**config.mk**
```make
export PLATFORM = sky130hd
export DESIGN_NAME = operand_fetch
export DESIGN_NICKNAME = d
export VERILOG_FILES = /design/src/rtl/operand_fetch.sv
export SDC_FILE = /design/constraint.sdc
export NUM_CORES = 1
export LEC_CHECK = 0
export BUFFER_PORTS_ARGS = -buffer_cell sky130_fd_sc_hd__buf_2
export CAP_MARGIN = 10
export CELL_PAD_IN_SITES_DETAIL_PLACEMENT = 2
export CELL_PAD_IN_SITES_GLOBAL_PLACEMENT = 2
export CORE_MARGIN = 5
export CORE_UTILIZATION = 27
export DETAILED_ROUTE_END_ITERATION = 10
export GPL_ROUTABILITY_DRIVEN = 0
export PLACE_DENSITY = 0.88
export SLEW_MARGIN = 10
export SYNTH_ARGS = -nofsm -noshare
export SYNTH_HDL_FRONTEND = slang
export SYNTH_SLANG_ARGS = --single-unit
```
**constraint.sdc**
```tcl
create_clock -name clk -period 2.3 [get_ports clk]
set_input_delay 0.46 -clock clk [delete_from_list [all_inputs] [get_ports clk]]
set_output_delay 0.46 -clock clk [all_outputs]
set_load 0.1 [all_outputs]
```
**src/rtl/operand_fetch.sv**
```systemverilog
// Operand fetch stage: reads sources from the register file and retries while they are not ready.
// It invalidates the destination on the successful check, then holds the instruction until execute accepts it.
module operand_fetch #(
  parameter int XLEN  = 32,
  parameter int CNT_W = 8
) (
  input  logic             clk,
  input  logic             reset,
  input  logic             flush,
  input  logic             in_valid,
  output logic             in_ready,
  input  logic [4:0]       in_rs1,
  input  logic [4:0]       in_rs2,
  input  logic [4:0]       in_rd,
  input  logic             in_use_rs1,
  input  logic             in_use_rs2,
  input  logic             in_wr_rd,
  input  logic [XLEN-1:0]  in_imm,
  input  logic [7:0]       in_op,
  output logic [4:0]       rf_addr_p0,
  output logic [4:0]       rf_addr_p1,
  output logic             rf_re_p0,
  output logic             rf_re_p1,
  input  logic [XLEN-1:0]  rf_dout_p0,
  input  logic [XLEN-1:0]  rf_dout_p1,
  input  logic             rf_v_p0,
  input  logic             rf_v_p1,
  input  logic             rf_source_not_ready,
  output logic             rf_we_pi,
  output logic [4:0]       rf_addr_pi,
  output logic             out_valid,
  input  logic             out_ready,
  output logic [7:0]       out_op,
  output logic [XLEN-1:0]  out_src1,
  output logic [XLEN-1:0]  out_src2,
  output logic [XLEN-1:0]  out_imm,
  output logic [4:0]       out_rd,
  output logic             out_wr_rd,
  output logic [CNT_W-1:0] stall_cnt
);

  typedef enum logic [1:0] {IDLE, READ, CHECK, ISSUE} state_t;

  localparam logic [CNT_W-1:0] CNT_ONE = {{(CNT_W-1){1'b0}}, 1'b1};

  state_t            state_reg, state_next;
  logic [4:0]        rs1_reg, rs2_reg, rd_reg;
  logic              use_rs1_reg, use_rs2_reg, wr_rd_reg;
  logic [XLEN-1:0]   imm_reg;
  logic [7:0]        op_reg;
  logic [CNT_W-1:0]  stall_cnt_reg;
  logic [7:0]        out_op_reg;
  logic [XLEN-1:0]   out_src1_reg, out_src2_reg, out_imm_reg;
  logic [4:0]        out_rd_reg;
  logic              out_wr_rd_reg;
  logic              accept, check_ok;
  logic [XLEN-1:0]   src1_sel, src2_sel;

  // The per-port valid bits are carried by the register file interface but readiness
  // is summarised by rf_source_not_ready.
  logic unused_valid_bits;
  assign unused_valid_bits = rf_v_p0 ^ rf_v_p1;

  always_comb begin
    state_next = state_reg;
    accept     = 1'b0;
    check_ok   = 1'b0;
    case (state_reg)
      IDLE: begin
        if (in_valid && !flush) begin
          accept     = 1'b1;
          state_next = READ;
        end
      end
      READ:  state_next = CHECK;
      CHECK: begin
        if (rf_source_not_ready) begin
          state_next = READ;
        end else begin
          check_ok   = !flush && !reset;
          state_next = ISSUE;
        end
      end
      ISSUE: if (out_ready) state_next = IDLE;
      default: state_next = IDLE;
    endcase
    if (flush) state_next = IDLE;
  end

  // Register index 0 is hardwired to zero, so its read data is never trusted.
  assign src1_sel = (use_rs1_reg && rs1_reg != 5'd0) ? rf_dout_p0 : '0;
  assign src2_sel = (use_rs2_reg && rs2_reg != 5'd0) ? rf_dout_p1 : '0;

  assign in_ready   = (state_reg == IDLE);
  assign out_valid  = (state_reg == ISSUE);
  assign rf_re_p0   = (state_reg == READ) && use_rs1_reg;
  assign rf_re_p1   = (state_reg == READ) && use_rs2_reg;
  assign rf_addr_p0 = rf_re_p0 ? rs1_reg : 5'd0;
  assign rf_addr_p1 = rf_re_p1 ? rs2_reg : 5'd0;
  assign rf_we_pi   = check_ok && wr_rd_reg && (rd_reg != 5'd0);
  assign rf_addr_pi = rf_we_pi ? rd_reg : 5'd0;

  always_ff @(posedge clk) begin
    if (reset) begin
      state_reg     <= IDLE;
      rs1_reg       <= '0;
      rs2_reg       <= '0;
      rd_reg        <= '0;
      use_rs1_reg   <= 1'b0;
      use_rs2_reg   <= 1'b0;
      wr_rd_reg     <= 1'b0;
      imm_reg       <= '0;
      op_reg        <= '0;
      stall_cnt_reg <= '0;
      out_op_reg    <= '0;
      out_src1_reg  <= '0;
      out_src2_reg  <= '0;
      out_imm_reg   <= '0;
      out_rd_reg    <= '0;
      out_wr_rd_reg <= 1'b0;
    end else begin
      state_reg <= state_next;
      if (accept) begin
        rs1_reg     <= in_rs1;
        rs2_reg     <= in_rs2;
        rd_reg      <= in_rd;
        use_rs1_reg <= in_use_rs1;
        use_rs2_reg <= in_use_rs2;
        wr_rd_reg   <= in_wr_rd;
        imm_reg     <= in_imm;
        op_reg      <= in_op;
      end
      if (flush || accept) begin
        stall_cnt_reg <= '0;
      end else if (state_reg == CHECK && rf_source_not_ready && stall_cnt_reg != '1) begin
        stall_cnt_reg <= stall_cnt_reg + CNT_ONE;
      end
      if (check_ok) begin
        out_op_reg    <= op_reg;
        out_src1_reg  <= src1_sel;
        out_src2_reg  <= src2_sel;
        out_imm_reg   <= imm_reg;
        out_rd_reg    <= rd_reg;
        out_wr_rd_reg <= wr_rd_reg;
      end
    end
  end

  assign out_op    = out_op_reg;
  assign out_src1  = out_src1_reg;
  assign out_src2  = out_src2_reg;
  assign out_imm   = out_imm_reg;
  assign out_rd    = out_rd_reg;
  assign out_wr_rd = out_wr_rd_reg;
  assign stall_cnt = stall_cnt_reg;

endmodule
```
# ---- Word-level counts from Yosys, hierarchy flattened
# Index checks and enable logic that the tools add are counted.
# W data, S select, Z words.
dict set report word_totals {
  register_bits 178
  in_bits 130
}
dict set report op_classes {
  addsub 1
  n_eq_ne 6
  mux 13
  reduce_logical 20
}
# cell n
set op_table {}
lappend op_table {{$mux W32} 2}
lappend op_table {{$mux W5} 3}
lappend op_table {{$reduce_bool A5 Y1} 3}
lappend op_table {{$logic_and A1 B1 Y1} 10}
lappend op_table {{$add A8 B1 Y8 const B} 1}
lappend op_table {{$ne A8 B8 Y1 const B} 1}
lappend op_table {{$pmux W2 S4} 1}
lappend op_table {{$mux W2} 3}
lappend op_table {{$eq A2 B2 Y1 const B} 2}
lappend op_table {{$mux W1} 4}
lappend op_table {{$ne A2 B1 Y1 const B} 2}
lappend op_table {{$reduce_or A2 Y1} 2}
lappend op_table {{$eq A2 B1 Y1 const B} 1}
lappend op_table {{$logic_not A1 Y1} 2}
lappend op_table {{$logic_not A2 Y1} 1}
lappend op_table {{$reduce_and A2 Y1} 1}
lappend op_table {{$logic_or A1 B1 Y1} 1}

# ---- Logic depth before layout (Yosys ltp)
dict set report depth {
  depth_word 7
  ltp_mapped 6
  ltp_nobuf 4
}

# ---- Least setup slack after synthesis
# OpenSTA, ideal clock, no wires.
dict set report synth_timing {
  kind {input to output}
  from {input port reset}
  to {output port rf_we_pi}
  t_arrival_ns 2.651
  path_slack_ns -0.811
  stages 5
  path_buffers 2
  cell_sequence {buf_2 nor2_1 buf_2 nand3_1 a21oi_1}
}
dict set report synth_via {
  elab_chain_cells 6
}
# item line_no
set synth_rtl {}
lappend synth_rtl {{start: declaration} 8} ;# input logic reset,
lappend synth_rtl {{$logic_not A1 Y1} 80} ;# check_ok = !flush && !reset;
lappend synth_rtl {{$logic_and A1 B1 Y1} 80}
lappend synth_rtl {{$mux W1} 77} ;# if (rf_source_not_ready) begin
lappend synth_rtl {{$mux W1} 68} ;# case (state_reg)
lappend synth_rtl {{$logic_and A1 B1 Y1 (2 in series)} 100} ;# assign rf_we_pi = check_ok && wr_rd_reg && (rd_reg != 5'd0);
lappend synth_rtl {{end: declaration} 29} ;# output logic rf_we_pi,
# No other way between the ends.

# ---- Final worst setup path
dict set report layout_timing {
  from {register state_reg[0]}
  to {output port rf_addr_pi[3]}
}
dict set report layout_via {
  elab_chain_cells 5
}
# item line_no
set layout_rtl {}
lappend layout_rtl {{start: declaration} 46} ;# state_t state_reg, state_next;
lappend layout_rtl {{start signal: assignment} 122} ;# state_reg <= state_next;
lappend layout_rtl {{$eq A2 B2 Y1} 68}
lappend layout_rtl {{$mux W1} 68}
lappend layout_rtl {{$logic_and A1 B1 Y1 (2 in series)} 100}
lappend layout_rtl {{$mux W5} 101} ;# assign rf_addr_pi = rf_we_pi ? rd_reg : 5'd0;
lappend layout_rtl {{end: declaration} 30} ;# output logic [4:0] rf_addr_pi,
# No other way between the ends.

==> impl_metrics.tcl <==
set metrics [dict create \
    multi_input_area_um2 2970 \
    drv_slew 0 \
    tns_ps 0 \
    grt_pass1_wl_mm 41.4 \
    die-area_um2 29700 \
    drt_wl_total_mm 27.1 \
    fmax_ghz 0.450 \
    cts_buffers 17 \
    dr.pass1.iters 4 \
    crit_slowest_cell "or3b_4" \
    setup_viol 0 \
    run_status "complete, no violations" \
    sequentialPowerShare_pct 48.9 \
    p_switching_mw 1.68 \
    yosys.area.top_type "dfxtp_1" \
    crit_type "register to output port" \
    path_clk_slew_ps 70 \
    final_util_pct 36.7 \
    final.min_clock_period_ps 2220 \
    grt_pass1_vias 7390 \
    power_leakage_nw 3.76 \
    antenna_left 0 \
    ys_ff_latch 178 \
    startpoint_type "register" \
    drcViolationCount 0 \
    synth_common_cells "dfxtp_1 (178), nand2_1 (122), nand3_1 (114)" \
    dp_hpwl_mm 18.3 \
    vias 7032 \
    slew_headroom_pct 49.9 \
    layout.nets 1195 \
    tightest_slew_ps 752 \
    core-area_um2 26000 \
    synth_area_um2 7110 \
    overflow 0 \
    synth_top_cell_area_share_pct 50.1 \
    area_growth_syn_to_layout_pct 34.4 \
    dp_worst_setup_slack_ps 93.3 \
    yosysUniqueCellTypes 40 \
    syn-num-nets 971 \
    clkPwrFrac_pct 44.5 \
    synth_edf_count 0 \
    pwr_density_cell_nw_per_um2 677 \
    rows 59 \
    routed_via_density 4.98 \
    drive_gt1_share_pct 31.8 \
    antenna_found_initial 6 \
    setup_slack_ps 76.7 \
    r2r_start "state_reg[1]" \
    synthTopCellsByArea "dfxtp_1 (50%), nand3_1 (8.0%), o32ai_1 (7.9%), nand2_1 (6.4%), a21oi_1 (4.6%)" \
    slowest_delay_ps 410 \
    ys_seq_area_share_pct 50.1 \
    p_sw_share_pct 26.0 \
    cp.required_ps 1840 \
    min_path_type "input port to register" \
    cp-end-kind "output port" \
    yosysWarnings 0 \
    wl_per_cell_um 19.2 \
    synth_most_common_cell "dfxtp_1" \
    p_int_mw 4.78 \
    clock_skew_ps 13.5 \
    finalCritPeriodShare_pct 96.7 \
    pwr-share-comb_pct 6.6 \
    initial_core_util_pct 27.3 \
    drt_iter0_markers 397 \
    cts_tree "yes" \
    hold_viol_final 0 \
    cts_root_buffer "clkbuf_16" \
    critical_path_arrival_ps 1760 \
    h-tree-depth 4 \
    grt_usage_pct 17.6 \
    power.total_mw 6.46 \
    synth_ff_type "dfxtp_1" \
    die_w_um 172 \
    die_h_um 172 \
    cts_sinks 178 \
    async_flop_share_pct 0 \
    nFillCells 2966 \
    grt_max_degree 169 \
    rsz0062_at_grt "false" \
    crit_fanout 8 \
    crit_path_start "state_reg[0]" \
    ir_worst_vdd_uv 316 \
    cp_common_cell "buf_12" \
    path_cells "or3b_4 -> nor2_4 -> buf_12 -> and3_4 -> buf_12" \
    cts_buffer_depth 2 \
    hold_path_startpoint "in_imm[0]" \
    io_buffer_count 265 \
    clk_latency_ps 420 \
    seqCellArea_um2 3560 \
    syn_avg_cell_area_um2 8.46 \
    ios 268 \
    drv_cap 0 \
    synthCells 840 \
]
[cell usage in the layout (no fill, tap or decap), types with 2 or more instances in the layout]
cell type  instances
clkbuf_16         17
nand2b_1          44
inv_1             64
and3_4             5
a31oi_1            2
o21ai_0           36
o21ai_1           10
and2_1             3
a211oi_1           2
nor2_1             4
o21a_1             2
o2111a_1           2
dfxtp_1          177
inv_8              3
nor3_1             4
and3b_2            2
buf_4             11
buf_2            248
mux2i_1            2
nand4_1            2
and4_1             2
a21oi_1           65
and2_2            10
inv_6              6
nand3_1          113
o32ai_1           64
nor2b_1            2
nand2_1          122
buf_12            23
nor2_4             2
o21ai_2            2
or4_1              2
clkbuf_8           2
clkinv_4           2
and3_1             4
[logic make-up after synthesis]
| kind of cell | after synthesis | synth area share, % |
|---|---|---|
| AO/OA/AOI/OAI | 187 | 17.1 |
| adder cells (fa/ha/maj) | 1 | 0.176 |
| buffers and inverters | 141 | 8.96 |
| flip-flops | 178 | 50.1 |
| multiplexers | 2 | 0.282 |
| AND/OR/NAND/NOR | 331 | 23.4 |
[repair_timing]
item | 4_1_cts | 5_1_grt
pin swaps | 2 | 1
buffers inserted | 2 | 3
endpoints found under the hold margin | 0 | 0
gates resized for setup | 7 | 1
hold buffers | 0 | 0
setup endpoints to repair | 6 | 6
gates cloned | 0 | 0
[power by group through the flow]
stage | registers [mW] | clock network (mW) | logic [mW]
finish | 3.16 | 2.88 | 0.424
global route | 3.17 | 3.12 | 0.465
CTS | 3.16 | 3.00 | 0.433
detailed placement | 3.23 | 0 | 0.431
global placement | 3.23 | 0 | 0.423
floorplan | 3.23 | 0 | 0.225
[worst max-delay path, delay by kind of cell, from the launching register on]
kind,cells,cell delay (ps)
AND/OR/NAND/NOR,3,730
buffers and inverters,2,290
flip-flops,1,320
[per-stage QoR]
stage	std cells	instance area (um2)	hold WS, ps
after detailed placement	1375	8900	450
after global routing	1412	9550	250
after CTS	1409	9520	244
after floorplan	840	7130	437
final	1413	9550	272
after global placement	1375	8900	443
[layout make-up]
cell class	instances	area share, %
clock buffers	20	4.78
diodes	1	0.0262
well taps	335	4.39
multi-input cells	521	31.1
clock inverters	12	1.17
inverters	64	2.52
repair buffers	282	18.7
flip-flops and latches	178	37.3
[worst paths after layout]
kind,cells past startpoint,to,slack [ps]
max,5,rf_addr_pi[3],80
min,3,imm_reg[0],270
max reg2reg,5,imm_reg[17],370
min reg2reg,2,imm_reg[8],460
[layer usage]
metal  part of all wire, %  GRT usage [%]  wire [um]  vias up
met5                  0.25              0         69        -
met4                   1.2           3.93        317       10
met3                   7.4           5.08       2000       33
met2                    47           29.5      12800      207
met1                    44           22.6      11900     3443
li1                      -              -          -     3339
Power figures use the tool's default switching activity.
